===== config.mk =====
export PLATFORM = sky130hd
export DESIGN_NAME = simd_cell
export DESIGN_NICKNAME = d
export VERILOG_FILES = /design/src/rtl/simd_cell_pkg.sv /design/src/rtl/simd_cell_tlut_mul.sv /design/src/rtl/simd_cell.sv
export SDC_FILE = /design/constraint.sdc
export NUM_CORES = 1
export LEC_CHECK = 0
export ABC_CLOCK_PERIOD_IN_PS = 4800
export BUFFER_PORTS_ARGS = -buffer_cell sky130_fd_sc_hd__buf_2
export CAP_MARGIN = 20
export CORE_MARGIN = 5
export CORE_UTILIZATION = 55
export CTS_CLUSTER_SIZE = 24
export DETAILED_ROUTE_END_ITERATION = 12
export GPL_ROUTABILITY_DRIVEN = 0
export PLACE_DENSITY_LB_ADDON = 0.1
export SYNTH_ARGS = -nofsm -noshare
export SYNTH_HDL_FRONTEND = slang
export SYNTH_SLANG_ARGS = --single-unit

===== constraint.sdc =====
create_clock -name clk -period 4.8 [get_ports clk]
set_input_delay 0.96 -clock clk [delete_from_list [all_inputs] [get_ports clk]]
set_output_delay 0.96 -clock clk [all_outputs]
set_load 0.05 [all_outputs]

===== src/rtl/simd_cell_pkg.sv =====
// simd_cell_pkg: shared dimensions, widths and element types for the
// temporal-LUT SIMD matrix-multiply cell.
//   Default dimensions : 3x3 input matrix times 3x3 weight matrix
//   Element widths     : 4-bit unsigned operands, 8-bit wrapped results
package simd_cell_pkg;

    localparam int DIM_ROW1_D     = 3;
    localparam int DIM_COL1_D     = 3;
    localparam int DIM_ROW2_D     = 3;
    localparam int DIM_COL2_D     = 3;
    localparam int INPUT_WIDTH_D  = 4;
    localparam int WEIGHT_WIDTH_D = 4;
    localparam int ACC_WIDTH_D    = 8;

    // The time counter shares the input width so that one sweep covers
    // every representable input value.
    localparam int CNT_W  = INPUT_WIDTH_D;
    localparam int PROD_W = INPUT_WIDTH_D + WEIGHT_WIDTH_D;
    localparam int SUM_W  = PROD_W + $clog2(DIM_COL1_D);

    typedef logic [INPUT_WIDTH_D-1:0]  in_t;
    typedef logic [WEIGHT_WIDTH_D-1:0] wt_t;
    typedef logic [PROD_W-1:0]         prod_t;
    typedef logic [ACC_WIDTH_D-1:0]    acc_t;

endpackage


===== src/rtl/simd_cell_tlut_mul.sv =====
// tlut_mul: one temporal multiplier.
// Accumulates w once for every counter step 1..2^IW-1 that does not exceed a,
// so after a full sweep acc holds a*w.
//   clk, rst_n : clock, asynchronous active-low reset
//   enable     : advance; all state holds when low
//   cap        : capture strobe (counter at 0), clears the accumulator
//   cnt        : shared time counter
//   a, w       : captured operands
//   acc        : running product
//   add_term   : this cycle's contribution (w or 0)
module tlut_mul #(
    parameter int INPUT_WIDTH  = 4,
    parameter int WEIGHT_WIDTH = 4
) (
    input  logic                                clk,
    input  logic                                rst_n,
    input  logic                                enable,
    input  logic                                cap,
    input  logic [INPUT_WIDTH-1:0]              cnt,
    input  logic [INPUT_WIDTH-1:0]              a,
    input  logic [WEIGHT_WIDTH-1:0]             w,
    output logic [INPUT_WIDTH+WEIGHT_WIDTH-1:0] acc,
    output logic [WEIGHT_WIDTH-1:0]             add_term
);

    localparam int PW = INPUT_WIDTH + WEIGHT_WIDTH;

    // Step 0 is the capture slot and never contributes.
    always_comb begin
        add_term = '0;
        if (cnt != '0 && cnt <= a) begin
            add_term = w;
        end
    end

    always_ff @(posedge clk or negedge rst_n) begin
        if (!rst_n) begin
            acc <= '0;
        end else if (enable) begin
            if (cap) begin
                acc <= '0;
            end else begin
                acc <= acc + PW'(add_term);
            end
        end
    end

endmodule


===== src/rtl/simd_cell.sv =====
// simd_cell: SIMD matrix-multiply compute tile for the temporal-LUT datapath.
// A shared counter sweeps 0..2^INPUT_WIDTH-1 on enabled cycles: step 0
// captures the operands, steps 1..15 drive the temporal multipliers, and the
// last step registers the summed products. One result matrix per 16 enabled
// cycles.
//   clk              : clock, rising edge
//   rst_n            : asynchronous active-low reset
//   enable           : advance; everything freezes when low
//   input_bin        : input matrix, element (r,c) at r*DIM_COL1+c
//   weight_bin       : weight matrix, element (r,c) at r*DIM_COL2+c
//   accumulated_mult : registered result, element (i,j) at i*DIM_COL2+j,
//                      wrapped modulo 2^ACC_WIDTH
module simd_cell
    import simd_cell_pkg::*;
#(
    parameter int DIM_ROW1     = DIM_ROW1_D,
    parameter int DIM_COL1     = DIM_COL1_D,
    parameter int DIM_ROW2     = DIM_ROW2_D,
    parameter int DIM_COL2     = DIM_COL2_D,
    parameter int INPUT_WIDTH  = INPUT_WIDTH_D,
    parameter int WEIGHT_WIDTH = WEIGHT_WIDTH_D,
    parameter int ACC_WIDTH    = ACC_WIDTH_D
) (
    input  logic                                             clk,
    input  logic                                             rst_n,
    input  logic                                             enable,
    input  logic [DIM_ROW1*DIM_COL1-1:0][INPUT_WIDTH-1:0]    input_bin,
    input  logic [DIM_ROW2*DIM_COL2-1:0][WEIGHT_WIDTH-1:0]   weight_bin,
    output logic [DIM_ROW1*DIM_COL2-1:0][ACC_WIDTH-1:0]      accumulated_mult
);

    localparam int PW  = INPUT_WIDTH + WEIGHT_WIDTH;
    localparam int SW  = PW + $clog2(DIM_COL1);
    localparam logic [INPUT_WIDTH-1:0] CNT_LAST = {INPUT_WIDTH{1'b1}};

    // Truncate the full-width tree sum to the output width (modulo wrap).
    function automatic logic [ACC_WIDTH-1:0] wrap_acc(input logic [SW-1:0] s);
        return ACC_WIDTH'(s);
    endfunction

    logic [INPUT_WIDTH-1:0]                            cnt;
    logic [DIM_ROW1*DIM_COL1-1:0][INPUT_WIDTH-1:0]     a_q;
    logic [DIM_ROW2*DIM_COL2-1:0][WEIGHT_WIDTH-1:0]    w_q;
    logic                                              cap;
    logic                                              last;

    logic [PW-1:0]           acc_w [DIM_ROW1][DIM_COL2][DIM_COL1];
    logic [WEIGHT_WIDTH-1:0] add_w [DIM_ROW1][DIM_COL2][DIM_COL1];

    assign cap  = enable && (cnt == '0);
    assign last = enable && (cnt == CNT_LAST);

    // Counter and operand capture; the counter wraps from the last step to 0.
    always_ff @(posedge clk or negedge rst_n) begin
        if (!rst_n) begin
            cnt <= '0;
            a_q <= '0;
            w_q <= '0;
        end else if (enable) begin
            cnt <= cnt + 1'b1;
            if (cap) begin
                a_q <= input_bin;
                w_q <= weight_bin;
            end
        end
    end

    // Temporal multipliers, one per (i,j,k) term of the product.
    for (genvar i = 0; i < DIM_ROW1; i++) begin : g_row
        for (genvar j = 0; j < DIM_COL2; j++) begin : g_col
            for (genvar k = 0; k < DIM_COL1; k++) begin : g_inner
                tlut_mul #(
                    .INPUT_WIDTH  (INPUT_WIDTH),
                    .WEIGHT_WIDTH (WEIGHT_WIDTH)
                ) u_mul (
                    .clk      (clk),
                    .rst_n    (rst_n),
                    .enable   (enable),
                    .cap      (cap),
                    .cnt      (cnt),
                    .a        (a_q[i*DIM_COL1+k]),
                    .w        (w_q[k*DIM_COL2+j]),
                    .acc      (acc_w[i][j][k]),
                    .add_term (add_w[i][j][k])
                );
            end

            // Adder tree: the final step's add term is folded in here so the
            // products are complete on the same edge that registers them.
            logic [SW-1:0] tree_sum;

            always_comb begin
                tree_sum = '0;
                for (int k = 0; k < DIM_COL1; k++) begin
                    tree_sum = tree_sum + SW'(acc_w[i][j][k]) + SW'(add_w[i][j][k]);
                end
            end

            always_ff @(posedge clk or negedge rst_n) begin
                if (!rst_n) begin
                    accumulated_mult[i*DIM_COL2+j] <= '0;
                end else if (last) begin
                    accumulated_mult[i*DIM_COL2+j] <= wrap_acc(tree_sum);
                end
            end
        end
    end

endmodule


### After elaboration in Yosys (flattened, before gate mapping)

Cells that the tools add are included.

* bits of input ports: 75
* word-level logic and storage cells: 206
* output and inout bits: 72
* flip-flop bits (word level): 364

* $add $sub $neg: 73
* equality and inequality tests: 1
* reductions and logical operators: 14
* multiplexer cells: 54
* $lt $le $gt $ge: 9

Operators by type and width (number)
* 8-bit by 4-bit adder with 8-bit output: 54
* 8-bit 2-to-1 mux: 27
* 8-bit adder: 18
* 4-bit 2-to-1 mux: 27
* 4-bit less-or-equal comparator: 9
* 1-bit logical AND: 11
* 4-bit by 1-bit adder with 4-bit output, second input constant: 1
* 4-bit equality test, second input constant: 1
* 4-bit logical NOT: 1
* 4-bit nonzero test: 1
* 2-bit AND reduction: 1

### Depth between registers and ports, before layout

* depth in word-level cells: 8
* depth in mapped cells: 22
* mapped depth without buffers: 21

### By module

A second synthesis with hierarchy kept.

* cell total of the unflattened synthesis: 3136
* area total of the unflattened synthesis: 30842.1 sq um

By module, submodules not included
* tlut_mul: cells an instance 72, area each 660.6 sq um, sequential area each 200.2 sq um, times used 27
* simd_cell: cells an instance 1192, area each 13005.0 sq um, sequential area each 3703.6 sq um, times used 1

### Worst setup path before layout

No wires, ideal clock.

* kind: register to register
* start: register cnt[1]
* end: register accumulated_mult[62] (netlist name)
* arrival: 4.699 ns
* setup slack: -0.032 ns
* stages on the path, launching flop included: 20
* required time: 4.667 ns
* setup time: 0.133 ns
* path through: dfrtp_1 -> ha_1 -> nor2b_1 -> o21a_1 -> o21a_1 -> o21ai_0 -> clkbuf_1 -> nand3_1 -> fa_1 -> inv_1 -> fa_1 -> inv_1 -> fa_1 -> inv_1 -> ha_1 -> fa_1 -> a21o_1 -> a21oi_1 -> xor2_1 -> o21ai_0

* word-level cells in the longest chain between the ends: 8
* elaborated cells between the ends (all ways): 17

RTL lines
* start, declared: RTL line simd_cell.sv:41 `logic [INPUT_WIDTH-1:0] cnt;`
* start signal, assigned: RTL line simd_cell.sv:60 `cnt <= cnt + 1'b1;`
* 4-bit less-or-equal comparator / 4-bit nonzero test (equally long branches): RTL line simd_cell_tlut_mul.sv:31 `if (cnt != '0 && cnt <= a) begin`
* 1-bit logical AND: RTL line simd_cell_tlut_mul.sv:31
* 4-bit 2-to-1 mux: RTL line simd_cell_tlut_mul.sv:31
* 8-bit by 4-bit adder with 8-bit output: RTL line simd_cell.sv:95 `tree_sum = tree_sum + SW'(acc_w[i][j][k]) + SW'(add_w[i][j][k]);`
* 8-bit adder: RTL line simd_cell.sv:95
* 8-bit by 4-bit adder with 8-bit output: RTL line simd_cell.sv:95
* 8-bit adder: RTL line simd_cell.sv:95
* 8-bit by 4-bit adder with 8-bit output: RTL line simd_cell.sv:95
* end signal, assigned by index: RTL line simd_cell.sv:103 `accumulated_mult[i*DIM_COL2+j] <= wrap_acc(tree_sum);`
* end, declared: RTL line simd_cell.sv:29 `output logic [DIM_ROW1*DIM_COL2-1:0][ACC_WIDTH-1:0] accumulated_mult`

Parallel ways exist; a longest one is shown, timed or not.
A chain may end at the register's enable or synchronous reset.

### Worst setup path after layout

* start: register cnt[1]
* end: register accumulated_mult[53] (netlist name)

The elaborated chain is that of the path after synthesis.

==> metrics.md <==
| Metric | Value |
|---|---|
| Sequential fraction of the synthesis area | `0.338` |
| CTS tree | `yes` |
| Die height | `between 200 and 250 um` |
| Clock transition at path regs | `0.06 ns` |
| Antenna violations before repair | `1` |
| Fin cells | `3713` |
| Syn avg cell area | `approximately 9.5 sq um` |
| Total clock sinks | `~360` |
| Fin. max-slew vios | `0` |
| Worst r2r dst | `accumulated_mult[53]` |
| GRT Util Overall | `0.289` |
| Worst EP arrival | `between 5 and 6 ns` |
| Drt first-iter violations | `approximately 1.8k` |
| Chip Width | `roughly 230 um` |
| Crit Path Max Fanout | `7` |
| Max Clk Rate | `between 0.2 and 0.25 GHz` |
| Initial Utilization | `0.553` |
| Final setup fails | `0` |
| Kind of critical path | `reg -> reg` |
| Register bit total from synthesis | `364` |
| Status | `completed` |
| Mapped Nets | `roughly 3.3k` |
| Final wirelength | `a little under 80000 um` |
| Req. time, crit path | `roughly 5.3 ns` |
| Max_slew headroom | `0.460` |
| Slowest-stage cell, CP | `fa_1` |
| Via/cell ratio | `between 5 and 6` |
| RSZ-0062 raised after global routing | `yes` |
| Number of routed nets with antenna violations | `0` |
| Synth warn | `0` |
| First-pass GRT wire length | `around 120000 um` |
| Area Overhead vs Synth | `16.4%` |
| Post-synth top area share | `0.338` |
| Antenna cells | `0` |
| Grt ovf | `0` |
| Critical Path End Type | `flip-flop` |
| Fraction of registers with async set/reset | `1.00` |
| Post-placement cell count | `~3.6k` |
| Most used cell along the critical path | `fa_1` |
| Layout cells sized above 1 | `0.169` |
| Cts bufs inserted | `44` |
| Top-count cell post-synth | `dfrtp_1` |
| Post-synth cell types | `48` |
| Hold_ws | `a little under 0.4 ns` |
| Critical path endpoint | `accumulated_mult[53]` |
| Longest Clk Path Bufs | `3` |
| Final period util | `0.991` |
| Port Buffer Count | `146` |
| FF-to-FF Start | `cnt[1]` |
| R2R setup slack | `about 0.045 ns` |
| Vias in the first global route | `21.9k` |
| Critical path startpoint category | `flip-flop` |
| H-tree levels | `2` |
| Drt drc | `0` |
| Hold Vio Cnt, Final | `0` |
| Cell type with the largest total area after synthesis | `dfrtp_1` |
| Core area | `between 0.04 and 0.05 sq mm` |
| Reg2Reg Depth | `21` |
| Synth cell count leaders | `dfrtp_1, inv_1, nand2_1` |
| Main synth FF type | `dfrtp_1` |
| Crit path cell chain | `buf_6 -> ha_4 -> nor2b_2 -> o21a_1 -> o21a_1 -> o21ai_2 -> buf_6 -> nand3_2 -> fa_1 -> inv_1 -> fa_1 -> inv_1 -> fa_1 -> inv_2 -> ha_1 -> a21o_1 -> a21oi_2 -> buf_4 -> buf_4 -> xor2_4 -> o21ai_1` |
| Final Skew | `around 0.029 ns` |
| Buf+Inv Stages, Crit Path | `7` |
| Ports | `147` |
| Die area | `about 0.053 sq mm` |
| Pin count of the biggest net entering global routing | `around 140` |
| Hold Path Class | `in -> async` |
| CP startpoint | `cnt[1]` |
| Least-Margin Pin Slew | `0.810 ns` |
| Clock insertion delay at the later pin of the skew report | `~0.6 ns` |
| Max-Cap Viols | `0` |
| Largest delay share family, worst path | `adder cells` |
| Tmin final | `4.75 ns` |
| HPWL after DPL | `about 58000 um` |
| Routed WL per cell | `between 20 and 25 um` |
| Max incr delay on CP | `between 0.5 and 0.6 ns` |
| Mapped Area | `~0.027 sq mm` |
| Finished Core Util | `0.644` |
| Root Driver | `clkbuf_16` |
| FP Rows | `about 80` |
| Largest cells by area after synthesis | `dfrtp_1, fa_1, ha_1, inv_1, nand2_1` |
| Post-layout nets | `roughly 3.6k` |
| Levels on crit path | `21` |
| Mapped Cells | `between 2k and 3k` |
| Number of flops mapped to enable cells by yosys | `0` |
| Vias | `roughly 21k` |
| 1st-pass router iterations | `8` |
-- state kept, by name, indices dropped and copies added, names as in the netlist --
register / flops
a_q: 36
accumulated_mult: 72
cnt: 4
g_row.g_col.g_inner.u_mul.acc: 216
w_q: 36
-- repair_timing --
item / in CTS / in global routing
setup endpoints to repair: 15 / 36
gates resized for setup: 18 / 150
setup buffers: 1 / 14
pin swaps: 5 / 86
gates cloned: 0 / 2
hold buffers: 0 / 0
-- cells by family (layout without fill, tap and decap cells) --
group           after synthesis  after routing  share of synthesized area
simple gates                815            816                      0.131
compound gates              539            539                      0.128
buf+inv                     447            707                     0.0664
fa+ha+maj                   443            443                      0.261
flops                       364            364                      0.338
xor+xnor                    190            190                     0.0618
mux                          32             32                     0.0129
-- metal layers --
metal,wire length [um],part of all wire,vias up,global-route usage
met1,33100,0.43,10500,0.397
met4,2580,0.033,0,0.0823
li1,-,-,9827,-
met5,0,0,-,0
met2,35700,0.46,718,0.464
met3,6270,0.081,162,0.0682
-- how the worst min path moves through the flow --
stage | start | endpoint | slack [ns] | cells past startpoint
2_1_floorplan | w_q[28] | w_q[28] | 0.45 | 2
3_3_place_gp | accumulated_mult[52] | accumulated_mult[52] | 0.46 | 2
3_5_place_dp | accumulated_mult[47] | accumulated_mult[47] | 0.47 | 2
4_1_cts | rst_n | g_row[1].g_col[2].g_inner[1].u_mul.acc[7] | 0.42 | 1
5_1_grt | rst_n | g_row[1].g_col[2].g_inner[1].u_mul.acc[7] | 0.46 | 1
6_report | rst_n | g_row[1].g_col[2].g_inner[1].u_mul.acc[5] | 0.39 | 1
-- stage by stage --
step / setup TNS, ns / setup WS (ns) / area [sq um]
4_1_cts: 0 / 0.00202 / 30700
3_3_place_gp: -0.132 / -0.0781 / 29100
6_report: 0 / 0.0454 / 31300
5_1_grt: -1.27 / -0.106 / 31300
3_5_place_dp: -0.663 / -0.172 / 29100
2_1_floorplan: 0 / 0.0439 / 26900
-- layout by cell type (no fill, tap or decap), drive strengths merged, types with 31 or more instances in the layout --
cell type	count
dfrtp	364
inv	335
nand2	332
buf	293
ha	245
nor2	228
fa	198
o21ai	186
nand3	133
xnor2	116
a21oi	91
a21o	76
xor2	74
o21a	61
clkbuf	56
o2bb2ai	40
or3	31
-- final cells by class --
class	instances	area (sq um)
Sequential cell	364	9110
Clock inverter	25	327
Fill cell	4023	17300
Multi-Input combinational cell	2020	16500
Inverter	333	1250
Tap cell	622	778
Clock buffer	55	1200
Timing Repair Buffer	294	2120
Power is not shown: default switching activity piles up to over one toggle a cycle in this logic, so the estimate is an artifact.
